--- src/rtl/dmem_arb_pkg.sv ---
// rtl/dmem_arb_pkg.sv - shared types and encodings for the data-memory arbiter
package dmem_arb_pkg;

    typedef enum logic [1:0] {
        IDLE  = 2'd0,
        LOCK0 = 2'd1,
        LOCK1 = 2'd2
    } arb_state_e;

    localparam logic MEM_OP_READ  = 1'b0;
    localparam logic MEM_OP_WRITE = 1'b1;

endpackage

--- src/rtl/dmem_arb_if.sv ---
// rtl/dmem_arb_if.sv - requester, RAM and arbiter signal bundle with master/slave views
interface dmem_arb_if #(
    parameter int ADDR_W = 14
);
    logic              p0_req;
    logic              p0_lock;
    logic              p0_op;
    logic [31:0]       p0_addr;
    logic [3:0]        p0_mask;
    logic [31:0]       p0_wdata;
    logic              p0_gnt;
    logic              p0_rvalid;
    logic [31:0]       p0_rdata;

    logic              p1_req;
    logic              p1_lock;
    logic              p1_op;
    logic [31:0]       p1_addr;
    logic [3:0]        p1_mask;
    logic [31:0]       p1_wdata;
    logic              p1_gnt;
    logic              p1_rvalid;
    logic [31:0]       p1_rdata;

    logic              mem_en;
    logic [ADDR_W-1:0] mem_addr;
    logic              mem_op;
    logic [3:0]        mem_mask;
    logic [31:0]       mem_wdata;
    logic [31:0]       mem_rdata;

    // Requesters plus the RAM model drive this side.
    modport master (
        output p0_req, p0_lock, p0_op, p0_addr, p0_mask, p0_wdata,
        input  p0_gnt, p0_rvalid, p0_rdata,
        output p1_req, p1_lock, p1_op, p1_addr, p1_mask, p1_wdata,
        input  p1_gnt, p1_rvalid, p1_rdata,
        input  mem_en, mem_addr, mem_op, mem_mask, mem_wdata,
        output mem_rdata
    );

    modport slave (
        input  p0_req, p0_lock, p0_op, p0_addr, p0_mask, p0_wdata,
        output p0_gnt, p0_rvalid, p0_rdata,
        input  p1_req, p1_lock, p1_op, p1_addr, p1_mask, p1_wdata,
        output p1_gnt, p1_rvalid, p1_rdata,
        output mem_en, mem_addr, mem_op, mem_mask, mem_wdata,
        input  mem_rdata
    );
endinterface

--- src/rtl/dmem_arb_pick.sv ---
// rtl/dmem_arb_pick.sv - one-hot grant decision; round-robin on IDLE conflicts when DMEM_ARB_RR_EN is defined
module dmem_arb_pick
    import dmem_arb_pkg::*;
(
    input  logic [1:0] req,
    input  arb_state_e state,
`ifdef DMEM_ARB_RR_EN
    input  logic       last,
`endif
    output logic [1:0] gnt
);

    // A lock owner that stops requesting releases the bus in the same cycle,
    // so the other port competes as if already IDLE.
    always_comb begin
        gnt = 2'b00;
        if (state == LOCK0 && req[0]) begin
            gnt = 2'b01;
        end else if (state == LOCK1 && req[1]) begin
            gnt = 2'b10;
        end else if (req == 2'b11) begin
`ifdef DMEM_ARB_RR_EN
            gnt = last ? 2'b01 : 2'b10;
`else
            gnt = 2'b01;
`endif
        end else begin
            gnt = req;
        end
    end

endmodule

--- src/rtl/dmem_arbiter.sv ---
// rtl/dmem_arbiter.sv - two-port data-memory arbiter with lock ownership and 1-cycle read return
// Optional feature macro: DMEM_ARB_RR_EN (round-robin IDLE arbitration instead of port-0 priority).
module dmem_arbiter
    import dmem_arb_pkg::*;
#(
    parameter int ADDR_W = 14
) (
    input  logic     clk,
    input  logic     rst_n,
    dmem_arb_if.slave bus
);

    arb_state_e  state_q;
    arb_state_e  state_d;
    logic [1:0]  req;
    logic [1:0]  pick_gnt;
    logic [1:0]  gnt;
    logic [1:0]  rd_pend_q;

    logic        win_lock;
    logic        win_op;
    logic [31:0] win_addr;
    logic [3:0]  win_mask;
    logic [31:0] win_wdata;

    assign req = {bus.p1_req, bus.p0_req};

`ifdef DMEM_ARB_RR_EN
    logic last_q;

    always_ff @(posedge clk or negedge rst_n) begin
        if (!rst_n) begin
            last_q <= 1'b1;
        end else if (|gnt) begin
            last_q <= gnt[1];
        end
    end

    dmem_arb_pick u_pick (
        .req   (req),
        .state (state_q),
        .last  (last_q),
        .gnt   (pick_gnt)
    );
`else
    dmem_arb_pick u_pick (
        .req   (req),
        .state (state_q),
        .gnt   (pick_gnt)
    );
`endif

    // Grants are combinational, so they are forced low while reset is held.
    assign gnt        = pick_gnt & {2{rst_n}};
    assign bus.p0_gnt = gnt[0];
    assign bus.p1_gnt = gnt[1];

    always_comb begin
        win_lock  = 1'b0;
        win_op    = MEM_OP_READ;
        win_addr  = '0;
        win_mask  = '0;
        win_wdata = '0;
        if (gnt[0]) begin
            win_lock  = bus.p0_lock;
            win_op    = bus.p0_op;
            win_addr  = bus.p0_addr;
            win_mask  = bus.p0_mask;
            win_wdata = bus.p0_wdata;
        end else if (gnt[1]) begin
            win_lock  = bus.p1_lock;
            win_op    = bus.p1_op;
            win_addr  = bus.p1_addr;
            win_mask  = bus.p1_mask;
            win_wdata = bus.p1_wdata;
        end
    end

    assign bus.mem_en    = |gnt;
    assign bus.mem_addr  = win_addr[ADDR_W+1:2];
    assign bus.mem_op    = win_op;
    assign bus.mem_mask  = win_mask;
    assign bus.mem_wdata = win_wdata;

    logic unused_addr_bits;
    assign unused_addr_bits = ^{win_addr[31:ADDR_W+2], win_addr[1:0]};

    always_ff @(posedge clk or negedge rst_n) begin
        if (!rst_n) begin
            state_q <= IDLE;
        end else begin
            state_q <= state_d;
        end
    end

    // Ownership follows the winner's lock bit; any cycle without a locking grant returns to IDLE.
    always_comb begin
        state_d = IDLE;
        if (gnt[0] && win_lock) begin
            state_d = LOCK0;
        end else if (gnt[1] && win_lock) begin
            state_d = LOCK1;
        end
    end

    always_ff @(posedge clk or negedge rst_n) begin
        if (!rst_n) begin
            rd_pend_q <= 2'b00;
        end else begin
            rd_pend_q <= gnt & {2{win_op == MEM_OP_READ}};
        end
    end

    assign bus.p0_rvalid = rd_pend_q[0];
    assign bus.p1_rvalid = rd_pend_q[1];
    assign bus.p0_rdata  = rd_pend_q[0] ? bus.mem_rdata : 32'h0;
    assign bus.p1_rdata  = rd_pend_q[1] ? bus.mem_rdata : 32'h0;

endmodule

--- src/flat_wrapper.sv ---
// flat-port wrapper written by rule: the top's interface ports become plain ports
module dmem_arbiter_flat import dmem_arb_pkg::*;
#(
    parameter int ADDR_W = 14
)
  (clk, rst_n, bus_p0_req, bus_p0_lock, bus_p0_op, bus_p0_addr, bus_p0_mask, bus_p0_wdata, bus_p0_gnt, bus_p0_rvalid, bus_p0_rdata, bus_p1_req, bus_p1_lock, bus_p1_op, bus_p1_addr, bus_p1_mask, bus_p1_wdata, bus_p1_gnt, bus_p1_rvalid, bus_p1_rdata, bus_mem_en, bus_mem_addr, bus_mem_op, bus_mem_mask, bus_mem_wdata, bus_mem_rdata);
  dmem_arb_if #(.ADDR_W(ADDR_W)) bus_i ();
  input  logic clk;
  input  logic rst_n;
  input wire logic [$bits(bus_i.p0_req)-1:0] bus_p0_req;
  input wire logic [$bits(bus_i.p0_lock)-1:0] bus_p0_lock;
  input wire logic [$bits(bus_i.p0_op)-1:0] bus_p0_op;
  input wire logic [$bits(bus_i.p0_addr)-1:0] bus_p0_addr;
  input wire logic [$bits(bus_i.p0_mask)-1:0] bus_p0_mask;
  input wire logic [$bits(bus_i.p0_wdata)-1:0] bus_p0_wdata;
  output wire logic [$bits(bus_i.p0_gnt)-1:0] bus_p0_gnt;
  output wire logic [$bits(bus_i.p0_rvalid)-1:0] bus_p0_rvalid;
  output wire logic [$bits(bus_i.p0_rdata)-1:0] bus_p0_rdata;
  input wire logic [$bits(bus_i.p1_req)-1:0] bus_p1_req;
  input wire logic [$bits(bus_i.p1_lock)-1:0] bus_p1_lock;
  input wire logic [$bits(bus_i.p1_op)-1:0] bus_p1_op;
  input wire logic [$bits(bus_i.p1_addr)-1:0] bus_p1_addr;
  input wire logic [$bits(bus_i.p1_mask)-1:0] bus_p1_mask;
  input wire logic [$bits(bus_i.p1_wdata)-1:0] bus_p1_wdata;
  output wire logic [$bits(bus_i.p1_gnt)-1:0] bus_p1_gnt;
  output wire logic [$bits(bus_i.p1_rvalid)-1:0] bus_p1_rvalid;
  output wire logic [$bits(bus_i.p1_rdata)-1:0] bus_p1_rdata;
  output wire logic [$bits(bus_i.mem_en)-1:0] bus_mem_en;
  output wire logic [$bits(bus_i.mem_addr)-1:0] bus_mem_addr;
  output wire logic [$bits(bus_i.mem_op)-1:0] bus_mem_op;
  output wire logic [$bits(bus_i.mem_mask)-1:0] bus_mem_mask;
  output wire logic [$bits(bus_i.mem_wdata)-1:0] bus_mem_wdata;
  input wire logic [$bits(bus_i.mem_rdata)-1:0] bus_mem_rdata;
  assign bus_i.p0_req = bus_p0_req;
  assign bus_i.p0_lock = bus_p0_lock;
  assign bus_i.p0_op = bus_p0_op;
  assign bus_i.p0_addr = bus_p0_addr;
  assign bus_i.p0_mask = bus_p0_mask;
  assign bus_i.p0_wdata = bus_p0_wdata;
  assign bus_p0_gnt = bus_i.p0_gnt;
  assign bus_p0_rvalid = bus_i.p0_rvalid;
  assign bus_p0_rdata = bus_i.p0_rdata;
  assign bus_i.p1_req = bus_p1_req;
  assign bus_i.p1_lock = bus_p1_lock;
  assign bus_i.p1_op = bus_p1_op;
  assign bus_i.p1_addr = bus_p1_addr;
  assign bus_i.p1_mask = bus_p1_mask;
  assign bus_i.p1_wdata = bus_p1_wdata;
  assign bus_p1_gnt = bus_i.p1_gnt;
  assign bus_p1_rvalid = bus_i.p1_rvalid;
  assign bus_p1_rdata = bus_i.p1_rdata;
  assign bus_mem_en = bus_i.mem_en;
  assign bus_mem_addr = bus_i.mem_addr;
  assign bus_mem_op = bus_i.mem_op;
  assign bus_mem_mask = bus_i.mem_mask;
  assign bus_mem_wdata = bus_i.mem_wdata;
  assign bus_i.mem_rdata = bus_mem_rdata;
  dmem_arbiter #(.ADDR_W(ADDR_W)) u_core (.clk(clk), .rst_n(rst_n), .bus(bus_i));
endmodule
--- config.mk ---
export PLATFORM = sky130hd
export DESIGN_NAME = dmem_arbiter_flat
export DESIGN_NICKNAME = d
export VERILOG_FILES = /design/src/rtl/dmem_arb_pkg.sv /design/src/rtl/dmem_arb_if.sv /design/src/rtl/dmem_arb_pick.sv /design/src/rtl/dmem_arbiter.sv /design/src/flat_wrapper.sv
export SDC_FILE = /design/constraint.sdc
export NUM_CORES = 1
export LEC_CHECK = 0
export BUFFER_PORTS_ARGS = -buffer_cell sky130_fd_sc_hd__buf_2
export CORE_AREA = 3 3 113 115
export DETAILED_ROUTE_END_ITERATION = 6
export DIE_AREA = 0 0 116 118
export SLEW_MARGIN = 20
export SYNTH_ARGS = -nofsm -noshare
export SYNTH_HDL_FRONTEND = slang
export SYNTH_SLANG_ARGS = --single-unit
--- constraint.sdc ---
create_clock -name clk -period 1.7 [get_ports clk]
set_input_delay 0.17 -clock clk [delete_from_list [all_inputs] [get_ports clk]]
set_output_delay 0.17 -clock clk [all_outputs]
set_load 0.005 [all_outputs]
==> run metrics <==
RSZ-0062 raised after global routing=true; vias=2,130; die span in y=118 um; core area=0.0119 mm2; endpoints failing setup=0; CTS tree=done; largest net degree at the start of global routing=35; share of layout cells above drive strength 1=67.9%; Cell Pwr Density=347 mW/mm2; clk_lat worst skew=roughly 0.22 ns; final net count=583; detailed placer's ending HPWL=6.10 mm; setup slack at placement=0.161 ns; Max Cap Violations=0; Final Max Tran Viols=0; ANT cells=0; DRT iter0 DRCs=106; outcome=completed; routed wire length=7.25 mm; fill count=about 1,400; PnR Total Power=about 0.96 mW; DP Cell Count=roughly 540; Initial Util=9.58%; gr usage total=between 8 and 9%; crit path time final=approximately 1.7 ns; crit path max fanout=20; Max clock buf depth=2; IO buf count=259; fin crit share=97.8%; Fmax achieved=601 MHz; Sink Count=4; total grt overflow=0; Cells after Synth=149; fin cells=around 550; clock skew=roughly 0.00052 ns; row cnt=40; Setup CP Type=reg -> out; measured slew at the worst slew-check pin=0.253 ns; CTS clk-pin slew, worst paths=0.03 ns; initial antenna violation count=1; TritonCTS buffer count=3; Ys Warns=0; Syn Area/Cell=between 7 and 8 um2; die area=approximately 0.014 mm2; Final Hold Viols=0; CP required=1.53 ns; io pins=296; vias in the first global route=between 2,000 and 2,500; CTS Root Cell=clkbuf_16; setup tns final=0 ns; P_leak=1.75 nW; CP Data Arrival Time=1.49 ns; Die Wd=116 um; WL per Instance=13.1 um; Final WS setup=0.0367 ns; Hold WC Path Type=in -> reg; Syn-to-layout area delta=142%; VDD IR-drop max=0.267 mV; final antenna-violating net count=0; post-synth design cell area=0.00114 mm2; first-pass GRT wire length=around 9.9 mm; Post-Syn Nets=325; DR DRC count=0; Yosys reg bits=4; htree depth=1; Cell variety after synth=14; via/cell ratio=3.86; global placement routability congestion=0.717; Worst Setup Start Kind=flop; first drt pass iteration count=4; max_slew headroom=between 80 and 90%; Seq/Total Area, Yosys=8.77%; crit path capture type=output pin
## cell usage in the layout (no fill, tap or decap), types with 2 or more instances in the layout
| cell type | count |
|---|---|
| buf_2 | 259 |
| nand2_1 | 2 |
| o21a_1 | 2 |
| and2_1 | 66 |
| buf_4 | 3 |
| buf_12 | 4 |
| nor2b_1 | 2 |
| a22o_1 | 50 |
| dfrtp_1 | 4 |
| clkbuf_16 | 4 |
## timing repair
item	in CTS	in global routing
hold buffers	1	0
endpoints found under the setup margin	25	50
gates cloned	0	2
buffers inserted	0	2
endpoints found under the hold margin	4	0
pin swaps	0	2
gates resized for setup	4	3
## critical path, stage by stage, from the launching register on
cell	delay (ns)
dfrtp_1	0.36
nand3b_1	0.18
and3_4	0.19
buf_8	0.16
a22o_1	0.25
buf_2	0.13
## cell usage after synthesis
library cell | n | area share, %
and2_1 | 66 | 36
and3_1 | 2 | 1.1
nor2b_1 | 2 | 1.1
a22o_1 | 50 | 38
nand2b_1 | 1 | 0.55
buf_2 | 5 | 2.2
clkbuf_1 | 6 | 2.0
buf_6 | 6 | 5.9
o21a_1 | 2 | 1.3
a21oi_1 | 1 | 0.44
nand3b_1 | 1 | 0.66
a21oi_2 | 1 | 0.77
nand2_1 | 2 | 0.66
dfrtp_1 | 4 | 8.8
## metal layers
metal,part of all wire [%],global-route usage (%)
met5,0.18,0
met4,0.30,0.943
met3,11,2.72
met2,51,17.7
met1,37,9.41
## metrics by stage
step	instance area [um2]	utilization (%)	hold slack, ns
global route	2770	23.2	0.127
CTS	2690	22.5	0.120
global placement	2580	21.7	0.00603
floorplan	1140	-	-0.126
finish	2770	23.2	0.124
detailed placement	2580	21.7	0.00686
## flip-flops by register name, indices dropped and copies added, names as in the netlist
register          flops
u_core.state_q        2
u_core.rd_pend_q      2
## final timing paths
kind / start / end / slack, ns / cells after the start
max in group asynchronous: rst_n / u_core.state_q[0] / 1.14 / 2
max: u_core.state_q[0] / bus_mem_addr[2] / 0.04 / 5
min in group asynchronous: rst_n / u_core.rd_pend_q[0] / 0.38 / 2
min: bus_p0_op / u_core.rd_pend_q[0] / 0.12 / 2
max reg2reg: u_core.state_q[0] / u_core.state_q[0] / 0.51 / 4
min reg2reg: u_core.state_q[0] / u_core.rd_pend_q[1] / 0.95 / 5
## cells by family (layout without fill, tap and decap cells)
logic type / after synthesis / count (layout) / share of synthesized area [%]
AOI/OAI and AO/OA: 54 / 54 / 40.9
and+or+nand+nor: 74 / 74 / 40.2
DFF: 4 / 4 / 8.77
buffers and inverters: 17 / 273 / 10.1
## final cells by class
cell class,count,area (um2),share of cell area (%)
Sequential cell,4,100,3.62
Multi-Input combinational cell,128,946,34.2
Timing Repair Buffer,270,1460,52.8
Tap cell,147,184,6.65
Clock buffer,3,75.1,2.71
## power breakdown
part	switching (mW)	internal, mW	total, mW
sequential	0.00139	0.0991	0.100
clock	0.0620	0.300	0.362
combinational	0.203	0.295	0.498
No activity file was read; power rests on OpenSTA's default activity.
